$ cat src/rtl/program_memory.sv
// Program memory with a boot sequencer: zero every word, accept a loader stream at
// LOAD_BASE, then release the CPU and serve single-port registered reads and writes.
module program_memory #(
   parameter int unsigned ADDR_WIDTH = 6,
   parameter int unsigned DATA_WIDTH = 16,
   parameter int unsigned LOAD_BASE  = 8
) (
   input  logic                  clk,
   input  logic                  rst_n,
   input  logic                  we,
   input  logic [ADDR_WIDTH-1:0] addr,
   input  logic [DATA_WIDTH-1:0] data,
   output logic [DATA_WIDTH-1:0] out,
   input  logic                  ld_valid,
   input  logic [DATA_WIDTH-1:0] ld_data,
   input  logic                  ld_last,
   output logic                  ld_ready,
   output logic                  cpu_rst_n,
   output logic [ADDR_WIDTH:0]   load_count
);

   localparam int unsigned DEPTH = 1 << ADDR_WIDTH;
   localparam int unsigned CNT_W = ADDR_WIDTH + 1;
   localparam logic [ADDR_WIDTH-1:0] LAST_ADDR = ADDR_WIDTH'(DEPTH - 1);
   localparam logic [ADDR_WIDTH-1:0] BASE_ADDR = ADDR_WIDTH'(LOAD_BASE);

   typedef enum logic [1:0] {
      ST_CLEAR,
      ST_LOAD,
      ST_RUN
   } state_t;

   state_t                  state;
   state_t                  state_next;
   logic [ADDR_WIDTH-1:0]   clr_cnt;
   logic [ADDR_WIDTH-1:0]   clr_cnt_next;
   logic [ADDR_WIDTH-1:0]   ptr;
   logic [ADDR_WIDTH-1:0]   ptr_next;
   logic [CNT_W-1:0]        cnt_next;
   logic                    mem_we;
   logic [ADDR_WIDTH-1:0]   mem_addr;
   logic [DATA_WIDTH-1:0]   mem_wdata;
   logic [DATA_WIDTH-1:0]   mem [DEPTH];

   // Next-state logic; the single memory write port is shared by clear, loader and CPU.
   always_comb begin
      state_next   = state;
      clr_cnt_next = clr_cnt;
      ptr_next     = ptr;
      cnt_next     = load_count;
      mem_we       = 1'b0;
      mem_addr     = addr;
      mem_wdata    = data;
      case (state)
         ST_CLEAR: begin
            mem_we       = 1'b1;
            mem_addr     = clr_cnt;
            mem_wdata    = '0;
            clr_cnt_next = clr_cnt + ADDR_WIDTH'(1);
            if (clr_cnt == LAST_ADDR) state_next = ST_LOAD;
         end
         ST_LOAD: begin
            if (ld_valid) begin
               mem_we    = 1'b1;
               mem_addr  = ptr;
               mem_wdata = ld_data;
               cnt_next  = load_count + CNT_W'(1);
               // The top word ends the load regardless of ld_last; the pointer never wraps.
               if (ld_last || (ptr == LAST_ADDR)) state_next = ST_RUN;
               if (ptr != LAST_ADDR) ptr_next = ptr + ADDR_WIDTH'(1);
            end
         end
         ST_RUN: begin
            mem_we = we;
         end
         default: begin
            state_next = ST_CLEAR;
         end
      endcase
   end

   always_ff @(posedge clk or negedge rst_n) begin
      if (!rst_n) begin
         state      <= ST_CLEAR;
         clr_cnt    <= '0;
         ptr        <= BASE_ADDR;
         load_count <= '0;
         out        <= '0;
         ld_ready   <= 1'b0;
         cpu_rst_n  <= 1'b0;
      end else begin
         state      <= state_next;
         clr_cnt    <= clr_cnt_next;
         ptr        <= ptr_next;
         load_count <= cnt_next;
         out        <= (state == ST_RUN) ? mem[addr] : '0;
         ld_ready   <= (state_next == ST_LOAD);
         cpu_rst_n  <= (state_next == ST_RUN);
      end
   end

   // Storage array is not reset; the CLEAR phase zeroes it.
   always_ff @(posedge clk) begin
      if (mem_we) mem[mem_addr] <= mem_wdata;
   end

endmodule

$ cat config.mk
export PLATFORM = sky130hd
export DESIGN_NAME = program_memory
export DESIGN_NICKNAME = d
export VERILOG_FILES = /design/src/rtl/program_memory.sv
export SDC_FILE = /design/constraint.sdc
export NUM_CORES = 1
export LEC_CHECK = 0
export CORE_MARGIN = 2
export CORE_UTILIZATION = 40
export DETAILED_ROUTE_END_ITERATION = 12
export DONT_BUFFER_PORTS = 1
export PLACE_DENSITY = 0.55
export SYNTH_ARGS = -nofsm -noshare
export SYNTH_HDL_FRONTEND = slang
export SYNTH_SLANG_ARGS = --single-unit
export TNS_END_PERCENT = 10
$ cat constraint.sdc
create_clock -name clk -period 6.3 [get_ports clk]
set_input_delay 0.63 -clock clk [delete_from_list [all_inputs] [get_ports clk]]
set_output_delay 0.63 -clock clk [all_outputs]
set_load 0.1 [all_outputs]
==> key figures <==
Run
  • Max cap viols: 0

Worst setup path
  • Critical path launch point type: flip-flop
  • Worst setup path category: flip-flop to flip-flop
  • Worst setup path end: mem[29][5]
  • Critical Path, Cell by Cell: or2_0 -> o221ai_1 -> or3_1 -> nor2_2
  • Reg2reg path depth: 4
  • Crit. End Element: flip-flop
  • Worst path depth: 4
  • Required @ worst endpoint: 6.58 ns
  • Register-to-register setup slack: 2.88 ns
  • Slowest CP cell: nor2_2
  • CP Max Fanout: 22
  • R2r endpoint: mem[29][5]
  • Arr. time, crit path: 3.70 ns
  • Worst path bufs/invs: 0
  • Slowest Stage Delay on Critical Path: 0.81 ns
  • Worst Setup SP: state[0]
  • Top Family by Delay on Critical Path: simple AND/OR/NAND/NOR gates
  • Reg2Reg Launch Point: state[0]

STA
  • Post-route setup slack: between 2 and 3 ns
  • Crit path time final: roughly 3.4 ns
  • Relative slew slack: 0.140
  • Final TNS setup: 0 ns
  • Worst-Margin Slew: 1.29 ns
  • RSZ-0062 raised after global routing: false
  • Fin. Hold Viols: 0
  • Fmax: slightly below 300 MHz
  • Fin. max-slew vios: 0
  • WHS: about 0.18 ns
  • Final period util: 0.542
  • Setup violators final: 0
  • Clk_skew: 0.0322 ns

Placed design
  • Pre-CTS setup slack: ~2.8 ns
  • RePlAce Congestion: 0.849
  • Number of port buffers: 0
  • Post-Place Cells: ~3200
  • Dpl hpwl: 59.3 mm

Route
  • ANT nets after route: 0
  • Residual DRC: 0
  • Via/cell ratio: roughly 5.7
  • Vias: 19800
  • Wirelength per Cell: 29.7 um
  • WL final: roughly 100 mm
  • DRT iter0 DRCs: about 2000
  • Initial DRT Pass Iterations: 5

Synthesis
  • Syn nets: between 1500 and 2000
  • Synth area leaders: edfxtp_1 75%, mux4_2 14%, dfrtp_1 2.3%
  • Largest area contributor in the netlist: edfxtp_1
  • Synth async-reset ratio: 0.0367
  • Post-Syn Instances: 1912
  • Share of the synthesized area in the top cell type: 0.746
  • Yosys warns: 0
  • Post-Synthesis Cell Area: 41200 um2
  • Post-synth top flop: edfxtp_1
  • Sequential-to-total area share from yosys stat: 0.770
  • Mean area per synthesized cell: 21.5 um2
  • Number of synthesized flops with an enable pin: 1024
  • Library cells used by synthesis: a little under 60
  • Synth Register Bits: 1063

Pwr
  • Pwr dens: 303 nW/um2
  • Pleak: 12.8 nW
  • Max VDD drop: 0.190 mV

Hold path
  • Worst hold path class: input port to flip-flop
  • Hold Crit Depth: 2

Layout
  • Share of cells above drive strength 1: 0.258
  • Most frequent cells in the layout: 1024 x edfxtp_1, 256 x mux4_2, 109 x clkbuf_16
  • Most common cell after layout, fill and taps aside: edfxtp_1
  • Layout net count: ~2000
  • Fin cells: ~3500
  • P&R area growth vs syn: 12.4%

Clocking
  • Root Buffer: clkbuf_16
  • CTS Buffer Depth: 3
  • Inserted Clock Buffers: 108
  • Worst-skew pair later-pin latency: 0.68 ns
  • H-tree levels: 3
  • CTS tree: built
  • Clk sinks: 1063
  • Clock transition at path regs: 0.06 ns
  • Postcts setup bufs: 0

Global route
  • Initial antenna violation count: 3
  • GR Util All Layers: 0.194
  • Vias in the first global route: 19800
  • First-pass GRT wire length: 148 mm
  • Largest net degree at the start of global routing: 259
  • Grt ovf: 0

Outcome
  • Status: finished clean

Floorplan
  • Top-level port count: 68
  • Starting Density: 0.404
  • Core ar.: a little over 100000 um2
  • Die W: between 300 and 400 um
  • Cell row count: 117
  • Die Ht: 325 um
  • Die area: 106000 um2
==> layer usage <==
layer  global-route usage  share of wire  up-vias
met2                0.318           0.49      701
met4               0.0495          0.020        2
met3               0.0329          0.065      117
li1                     -              -     8183
met5                    0        0.00015        -
met1                0.271           0.42    10800
==> worst register-to-register path, cell delays in order (launching register included) <==
cell,delay [ns]
dfrtp_1,0.75
or2_0,0.52
o221ai_1,0.29
or3_1,0.64
nor2_2,0.81
==> flip-flops by register name, indices dropped and copies added (netlist names) <==
register	flops
load_count	7
out	16
clr_cnt	6
mem	1024
cpu_rst_n	1
ptr	6
ld_ready	1
state	2
==> kinds of logic (layout without fill, tap and decap cells) <==
logic type               count (synthesis)  count (layout)  synth area share
AO/OA/AOI/OAI                          145             145            0.0274
XOR/XNOR                                14              14           0.00298
adder cells (fa/ha/maj)                  3               3          0.000911
buffers and inverters                  113             284            0.0180
flip-flops                            1063            1063             0.770
multiplexers                           289             289             0.148
other                                    0               1                 0
AND/OR/NAND/NOR                        285             285            0.0327
==> area by class of cell <==
type,instances,area [um2]
fillers,8540,55700
flip-flops and latches,1063,31700
multi-input cells,736,8790
clock buffers,131,2810
well taps,1368,1710
clock inverters,71,639
repair buffers,78,608
inverters,4,15.0
diodes,1,2.50
==> synthesized netlist by cell type (8+ instances only) <==
library cell,number
edfxtp_1,1024
buf_4,9
a22o_1,16
nor2b_1,12
o221ai_1,13
mux4_2,256
nand2_1,87
xnor2_1,10
buf_2,47
a211oi_1,20
clkbuf_1,21
o21ai_0,11
dfrtp_1,38
nor3_1,9
buf_6,24
mux2i_1,31
nand3_2,8
nand3_1,50
o41ai_1,8
o22ai_1,41
nor2_1,79
==> where the power goes <==
group          switching [mW]  leakage (nW)  internal [mW]
registers                   0          8.27           7.63
logic                  0.0850          2.85          0.110
clock network            2.64          1.69           3.58
total                    2.73          12.8           11.3
==> worst min-delay path by stage <==
stage	startpoint	endpoint	slack, ns
floorplan	rst_n	clr_cnt[0]	0.33
finish	ld_last	state[1]	0.18
global route	ld_last	state[1]	0.21
global placement	rst_n	ld_ready	0.34
detailed placement	rst_n	ld_ready	0.34
CTS	ld_last	state[1]	0.13
==> repair_timing <==
action                    4_1_cts  5_1_grt
resized for setup               0        0
hold endpoints to repair       39        0
hold buffers                    2        0
==> per-stage QoR <==
stage | util | power, mW | instance area (um2)
after floorplan | - | 8.02 | 41200
after global routing | 0.454 | 14.4 | 46300
after CTS | 0.454 | 14.2 | 46300
after global placement | 0.420 | 7.96 | 42800
after detailed placement | 0.420 | 7.96 | 42800
final | 0.454 | 14.0 | 46300
(Power assumes the default switching activity.)
